**config.mk**
```make
export PLATFORM = sky130hd
export DESIGN_NAME = dp_affine_sched
export DESIGN_NICKNAME = d
export VERILOG_FILES = /design/src/rtl/dp_affine_sched.sv
export SDC_FILE = /design/constraint.sdc
export NUM_CORES = 1
export LEC_CHECK = 0
export BUFFER_PORTS_ARGS = -buffer_cell sky130_fd_sc_hd__buf_2
export CORE_UTILIZATION = 33
export CTS_CLUSTER_SIZE = 14
export DETAILED_ROUTE_END_ITERATION = 8
export PLACE_DENSITY = 0.55
export SYNTH_ARGS = -nofsm -noshare
export SYNTH_HDL_FRONTEND = slang
export SYNTH_SLANG_ARGS = --single-unit
```
**constraint.sdc**
```tcl
create_clock -name i_clk -period 6.9 [get_ports i_clk]
set_input_delay 2.07 -clock i_clk [delete_from_list [all_inputs] [get_ports i_clk]]
set_output_delay 2.07 -clock i_clk [all_outputs]
set_load 0.01 [all_outputs]
```
**src/rtl/dp_affine_sched.sv**
```systemverilog
// Loop-nest consumer scheduler: walks an NLOOP-deep index space, forms one affine
// read address per operand stream, and paces NSTREAM producers with prefetch windows.
module dp_affine_sched #(
  parameter int NLOOP   = 6,
  parameter int NSTREAM = 2,
  parameter int IDXW    = 8,
  parameter int AW      = 8
) (
  input  logic                        i_clk,
  input  logic                        i_rst_n,
  input  logic [NLOOP*IDXW-1:0]       i_size,
  input  logic [NSTREAM*NLOOP*AW-1:0] i_stride,
  input  logic [NSTREAM*(AW+1)-1:0]   i_total,
  input  logic [NSTREAM*AW-1:0]       i_win,
  input  logic                        i_inst_dval,
  input  logic                        i_start,
  input  logic                        i_stall,
  input  logic                        i_abort,
  input  logic                        i_next,
  input  logic [NSTREAM-1:0]          i_prod_rdy,
  output logic [NSTREAM-1:0]          o_prod_ack,
  output logic                        o_main_rdy,
  input  logic                        i_main_ack,
  output logic [NSTREAM-1:0]          o_wen,
  output logic [NSTREAM*AW-1:0]       o_waddr,
  output logic                        o_ren,
  output logic [NSTREAM*AW-1:0]       o_raddr,
  output logic [NLOOP*IDXW-1:0]       o_loop_idx,
  output logic [NLOOP-1:0]            o_loop_end,
  output logic [1:0]                  o_state,
  output logic                        o_conf_done
);

  typedef enum logic [1:0] {IDLE = 2'd0, INIT = 2'd1, WORK = 2'd2, STALL = 2'd3} state_t;

  state_t          state_q, state_d;
  logic [IDXW-1:0] size_q [NLOOP];
  logic [IDXW-1:0] idx_q  [NLOOP];
  logic [IDXW-1:0] idx_d  [NLOOP];
  logic [AW-1:0]   stride_q [NSTREAM][NLOOP];
  logic [AW-1:0]   base_q   [NSTREAM][NLOOP];
  logic [AW-1:0]   base_d   [NSTREAM][NLOOP];
  logic [AW:0]     total_q [NSTREAM];
  logic [AW-1:0]   win_q   [NSTREAM];
  logic [AW:0]     cnt_q   [NSTREAM];
  logic [AW:0]     cnt_d   [NSTREAM];
  logic            conf_done_q, done_d, abort_clr;
  logic [NLOOP-1:0] loop_end;
  logic [NLOOP:0]   carry;
  logic             in_work, beat, last_beat;

  function automatic logic [IDXW-1:0] min1_idx(input logic [IDXW-1:0] v);
    return (v == '0) ? IDXW'(1) : v;
  endfunction

  function automatic logic [AW-1:0] min1_addr(input logic [AW-1:0] v);
    return (v == '0) ? AW'(1) : v;
  endfunction

  function automatic logic [AW:0] sat_inc(input logic [AW:0] v, input logic [AW:0] lim);
    if (v >= lim) return lim;
    return v + (AW+1)'(1);
  endfunction

  assign in_work = (state_q == WORK);

  // Handshake terms depend only on registered state; strobes fold in the peer's side.
  always_comb begin
    for (int l = 0; l < NLOOP; l++)
      loop_end[l] = (idx_q[l] == size_q[l] - IDXW'(1));
    o_main_rdy = in_work;
    for (int s = 0; s < NSTREAM; s++) begin
      o_main_rdy    = o_main_rdy & (cnt_q[s] > {1'b0, base_q[s][0]});
      o_prod_ack[s] = in_work && (cnt_q[s] < total_q[s]) &&
                      (cnt_q[s] < ({1'b0, base_q[s][0]} + {1'b0, win_q[s]}));
    end
  end

  assign o_wen     = i_prod_rdy & o_prod_ack;
  assign o_ren     = o_main_rdy & i_main_ack;
  assign beat      = o_ren;
  assign last_beat = carry[NLOOP];

  // Base register l holds the address with every level below l at zero, so the
  // lowest non-wrapping level k supplies base[k]+stride[k] to all levels <= k.
  always_comb begin
    logic [AW-1:0] nb;
    carry    = '0;
    carry[0] = beat;
    for (int l = 0; l < NLOOP; l++)
      carry[l+1] = carry[l] & loop_end[l];
    for (int l = 0; l < NLOOP; l++)
      idx_d[l] = carry[l] ? (loop_end[l] ? '0 : idx_q[l] + IDXW'(1)) : idx_q[l];
    for (int s = 0; s < NSTREAM; s++) begin
      nb = '0;
      for (int l = NLOOP - 1; l >= 0; l--) begin
        base_d[s][l] = base_q[s][l];
        if (carry[l] && !loop_end[l]) nb = base_q[s][l] + stride_q[s][l];
        if (carry[l]) base_d[s][l] = nb;
      end
      cnt_d[s] = o_wen[s] ? sat_inc(cnt_q[s], total_q[s]) : cnt_q[s];
    end
  end

  always_comb begin
    state_d   = state_q;
    done_d    = 1'b0;
    abort_clr = 1'b0;
    unique case (state_q)
      IDLE: if (i_inst_dval && i_start) state_d = INIT;
      INIT: if (i_inst_dval) begin
        if (i_abort) begin
          state_d   = IDLE;
          abort_clr = 1'b1;
        end else begin
          state_d = WORK;
        end
      end
      WORK: begin
        if (i_inst_dval && i_abort) begin
          state_d   = IDLE;
          abort_clr = 1'b1;
        end else if (i_inst_dval && i_next) begin
          state_d = INIT;
        end else if (last_beat) begin
          state_d = IDLE;
          done_d  = 1'b1;
        end else if (i_inst_dval && i_stall) begin
          state_d = STALL;
        end
      end
      STALL: if (i_inst_dval) begin
        if (i_abort) begin
          state_d   = IDLE;
          abort_clr = 1'b1;
        end else if (!i_stall) begin
          state_d = WORK;
        end
      end
      default: state_d = IDLE;
    endcase
  end

  always_ff @(posedge i_clk) begin
    if (!i_rst_n) begin
      state_q     <= IDLE;
      conf_done_q <= 1'b0;
      for (int l = 0; l < NLOOP; l++) begin
        idx_q[l]  <= '0;
        size_q[l] <= IDXW'(1);
      end
      for (int s = 0; s < NSTREAM; s++) begin
        cnt_q[s] <= '0;
        for (int l = 0; l < NLOOP; l++) base_q[s][l] <= '0;
      end
    end else begin
      state_q     <= state_d;
      conf_done_q <= done_d;
      if (state_q == INIT)
        for (int l = 0; l < NLOOP; l++) size_q[l] <= min1_idx(i_size[l*IDXW +: IDXW]);
      for (int l = 0; l < NLOOP; l++)
        idx_q[l] <= (state_q == INIT || abort_clr) ? '0 : idx_d[l];
      for (int s = 0; s < NSTREAM; s++) begin
        cnt_q[s] <= (state_q == INIT || abort_clr) ? '0 : cnt_d[s];
        for (int l = 0; l < NLOOP; l++)
          base_q[s][l] <= (state_q == INIT || abort_clr) ? '0 : base_d[s][l];
      end
    end
  end

  // Per-stream configuration is plain data: captured in INIT, never reset.
  always_ff @(posedge i_clk) begin
    if (state_q == INIT) begin
      for (int s = 0; s < NSTREAM; s++) begin
        total_q[s] <= i_total[s*(AW+1) +: AW+1];
        win_q[s]   <= min1_addr(i_win[s*AW +: AW]);
        for (int l = 0; l < NLOOP; l++)
          stride_q[s][l] <= i_stride[(s*NLOOP+l)*AW +: AW];
      end
    end
  end

  for (genvar s = 0; s < NSTREAM; s++) begin : g_strm
    assign o_waddr[s*AW +: AW] = cnt_q[s][AW-1:0];
    assign o_raddr[s*AW +: AW] = base_q[s][0];
  end

  for (genvar l = 0; l < NLOOP; l++) begin : g_lvl
    assign o_loop_idx[l*IDXW +: IDXW] = idx_q[l];
  end

  assign o_loop_end  = loop_end;
  assign o_state     = state_q;
  assign o_conf_done = conf_done_q;

endmodule
```
==> key figures <==
Outcome
  • Status: finished, final reports clean

Floorplanning
  • Die area: 62600 um2
  • Die height: 250 um
  • Rows: 90
  • Top-level port count: 283
  • CORE AREA: 60600 um2
  • Die Wd: 250 um
  • Starting Density: 0.336

Cells and area
  • Ant diodes: 0
  • Fill cell count: 5997
  • Fin area: 23900 um2
  • Non-Filler Instances: 3065
  • Share of cells above drive strength 1: 0.181
  • Layout Nets: 2613
  • Area of the multi-input gates: 10200 um2
  • FF/Latch Area: 9210 um2
  • Synth-to-layout area growth: 17.6%

Flow run
  • Max-cap violations: 0

Setup path
  • Critical path peak fanout: 13
  • Worst r2r src: cnt_q[0][4]
  • RR Endpoint: base_q[0][41]
  • Arrival time worst endpoint: 4.11 ns
  • Worst R2R Setup Slack: 1.57 ns
  • Critical path endpoint category: output pin
  • Setup CP Type: reg2out
  • WP data required: 4.83 ns
  • Startpoint types: flip-flop
  • Register-to-Register Path Depth: 11

Route
  • Routed len/inst: 20.0 um
  • Post-route DRC: 0
  • Routed Wire Length: 61.2 mm
  • Vias post-DR: 16100
  • DRT iter0 DRCs: 1023
  • Antenna-violating nets left: 0
  • DR pass1 iterations: 7
  • Via density: 5.25

Logic synthesis
  • Post-synth EDFFs: 234
  • Syn. warnings: 0
  • Top_reg_cell synth: edfxtp_1
  • Syn_nets: 2371
  • Syn avg cell area: 10.1 um2
  • Synth Register Bits: 343
  • Gate Count Post-Synth: 2005
  • Area of the mapped netlist: 20300 um2
  • Register area share after synthesis: 0.453
  • Synth cell types: 91
  • Post-synth ARST share: 0

Clock tree
  • CTS max path bufs: 3
  • Setup bufs post-CTS: 0
  • CTS Hold Bufs: 0
  • Post-cts resize count: 0
  • Root Driver: clkbuf_16
  • H-tree Lvls: 2
  • Worst skew pair latency: 0.60 ns
  • CTS clk-pin slew, worst paths: 0.06 ns
  • Num CTS Buffers: 44
  • Clock sinks: 343
  • TritonCTS clock tree: built

Timing
  • Setup TNS: 0 ns
  • Fin crit share: 0.896
  • Tmin final: 6.18 ns
  • FMAX: 162 MHz
  • Number of hold violations in the final report: 0
  • Finish-stage setup viols: 0
  • Worst slew pin tran: 1.13 ns
  • Slew margin rel.: 0.240
  • RSZ-0062 raised after global routing: false
  • Final Skew: 0.0443 ns
  • Slew Viols, Final: 0

Place
  • RD Place Congestion: 0.880
  • Placed cells: 2983
  • Post-DP HPWL: 45.9 mm
  • Placed cell area: 22400 um2
  • I/O Buffers: 282

Global route
  • Vias in the first global route: 15900
  • Total grt overflow: 0
  • Largest net degree at the start of global routing: 151
  • First-pass GRT wire length: 92.6 mm
  • Initial antenna violation count: 1
  • Gr usage total: 0.192

Power and ir drop
  • Clock power frac: 0.451
  • Net Switching: 1400 uW
  • Int Pwr: 3990 uW
  • Share of power burned in registers: 0.439
  • Pwr Density: 225 nW/um2
  • Switching portion of total power: 0.259
  • Total leakage power: 0.0101 uW
  • Worst VDD drop: 0.133 mV
  • Gate power share: 0.110

Worst hold path
  • Hold crit path type: reg2reg
  • Hold Path Depth: 2
  • Hold Path Sink: base_q[1][38]
  • Hold path startpoint: base_q[1][38]
placed cells by master (no fill, tap or decap), types with 19 or more instances in the layout:
| cell type | instances |
|---|---|
| inv_1 | 115 |
| ha_1 | 164 |
| edfxtp_1 | 234 |
| nor3_1 | 62 |
| o21ai_0 | 57 |
| and3_1 | 60 |
| a21oi_1 | 167 |
| xor2_1 | 75 |
| o21bai_1 | 20 |
| nand2_1 | 130 |
| a21o_1 | 36 |
| buf_2 | 282 |
| nand3_1 | 57 |
| a211oi_1 | 19 |
| nand2b_1 | 19 |
| xnor2_1 | 96 |
| dfxtp_1 | 109 |
| nor2_1 | 159 |
| nor2b_1 | 30 |
| clkbuf_16 | 46 |
cell usage after synthesis (all sizes together) (58+ instances only):
| cell type | n | area [um2] |
|---|---|---|
| o21ai | 59 | 295 |
| edfxtp | 234 | 7030 |
| ha | 164 | 2050 |
| dfxtp | 109 | 2180 |
| xor2 | 75 | 657 |
| clkbuf | 61 | 229 |
| nor2 | 163 | 622 |
| nand3 | 58 | 295 |
| nand2 | 131 | 494 |
| xnor2 | 96 | 841 |
| nor3 | 66 | 350 |
| a21oi | 167 | 836 |
| and3 | 60 | 375 |
| inv | 119 | 449 |
power by group through the flow:
stage               Combinational, uW  Clock (uW)  Sequential [uW]
floorplan                         397           0             2380
global placement                  582           0             2400
detailed placement                593           0             2410
CTS                               599        2490             2360
global route                      657        2570             2370
finish                            592        2430             2360
cell type report:
class	instances	area share
timing repair buffer	300	0.0652
clock inverter	24	0.0125
sequential	343	0.385
clock buffer	58	0.0517
tap	782	0.0409
multi-input combinational	1439	0.426
inverter	119	0.0188
worst max-delay path: stages (launching register included):
cell and delay, ns:
edfxtp_1 0.44, ha_1 0.26, fa_1 0.41, a21oi_1 0.14
nor2_1 0.05, nor2_1 0.16, o21bai_1 0.09, a21oi_1 0.22
xnor2_1 0.16, ha_1 0.26, a211oi_1 0.20, o21ai_0 0.12
o211ai_1 0.09, and3_1 0.19, nand2_1 0.17, inv_1 0.37
buf_2 0.21
metrics by stage:
stage | hold WS, ns | util | setup WS [ns] | power (uW)
final | 0.463 | 0.395 | 0.718 | 5380
after global routing | 0.482 | 0.395 | 0.335 | 5600
after CTS | 0.461 | 0.395 | 0.688 | 5460
after detailed placement | 0.453 | 0.369 | 1.32 | 3000
after global placement | 0.444 | 0.369 | 1.28 | 2990
after floorplan | 0.429 | - | 1.66 | 2780
metal layers:
layer  share of wire  vias to the layer above  wire [um]  global-route usage
li1                -                     7776          -                   -
met1            0.45                     7730      27700               0.261
met2            0.46                      496      28300               0.311
met3           0.055                       96       3390              0.0298
met4           0.029                        2       1770              0.0626
met5         0.00031                        -         19                   0
how the worst max path moves through the flow:
stage                    to     startpoint  cells after the start
5_1_grt            o_wen[0]  base_q[0][40]                     16
2_1_floorplan  size_q[0][4]     o_state[0]                      5
3_5_place_dp       o_wen[0]  base_q[0][40]                     16
4_1_cts            o_wen[0]  base_q[0][40]                     16
6_report           o_wen[0]  base_q[0][40]                     16
3_3_place_gp       o_wen[0]  base_q[0][40]                     16
state kept, by name (all words and copies together), names as in the netlist, 2 cells and up:
name / cells
idx_q: 48
size_q: 48
total_q: 18
win_q: 16
o_state: 2
base_q: 96
stride_q: 96
cnt_q: 18
kinds of logic (layout without fill, tap and decap cells):
logic type	after synthesis	count (layout)	share of synthesized area
compound gates	443	443	0.146
xor+xnor	171	171	0.0736
fa+ha+maj	178	178	0.115
buf+inv	223	501	0.0484
flops	343	343	0.453
mux	9	9	0.00443
simple gates	638	638	0.160
Power figures use the tool's default switching activity.
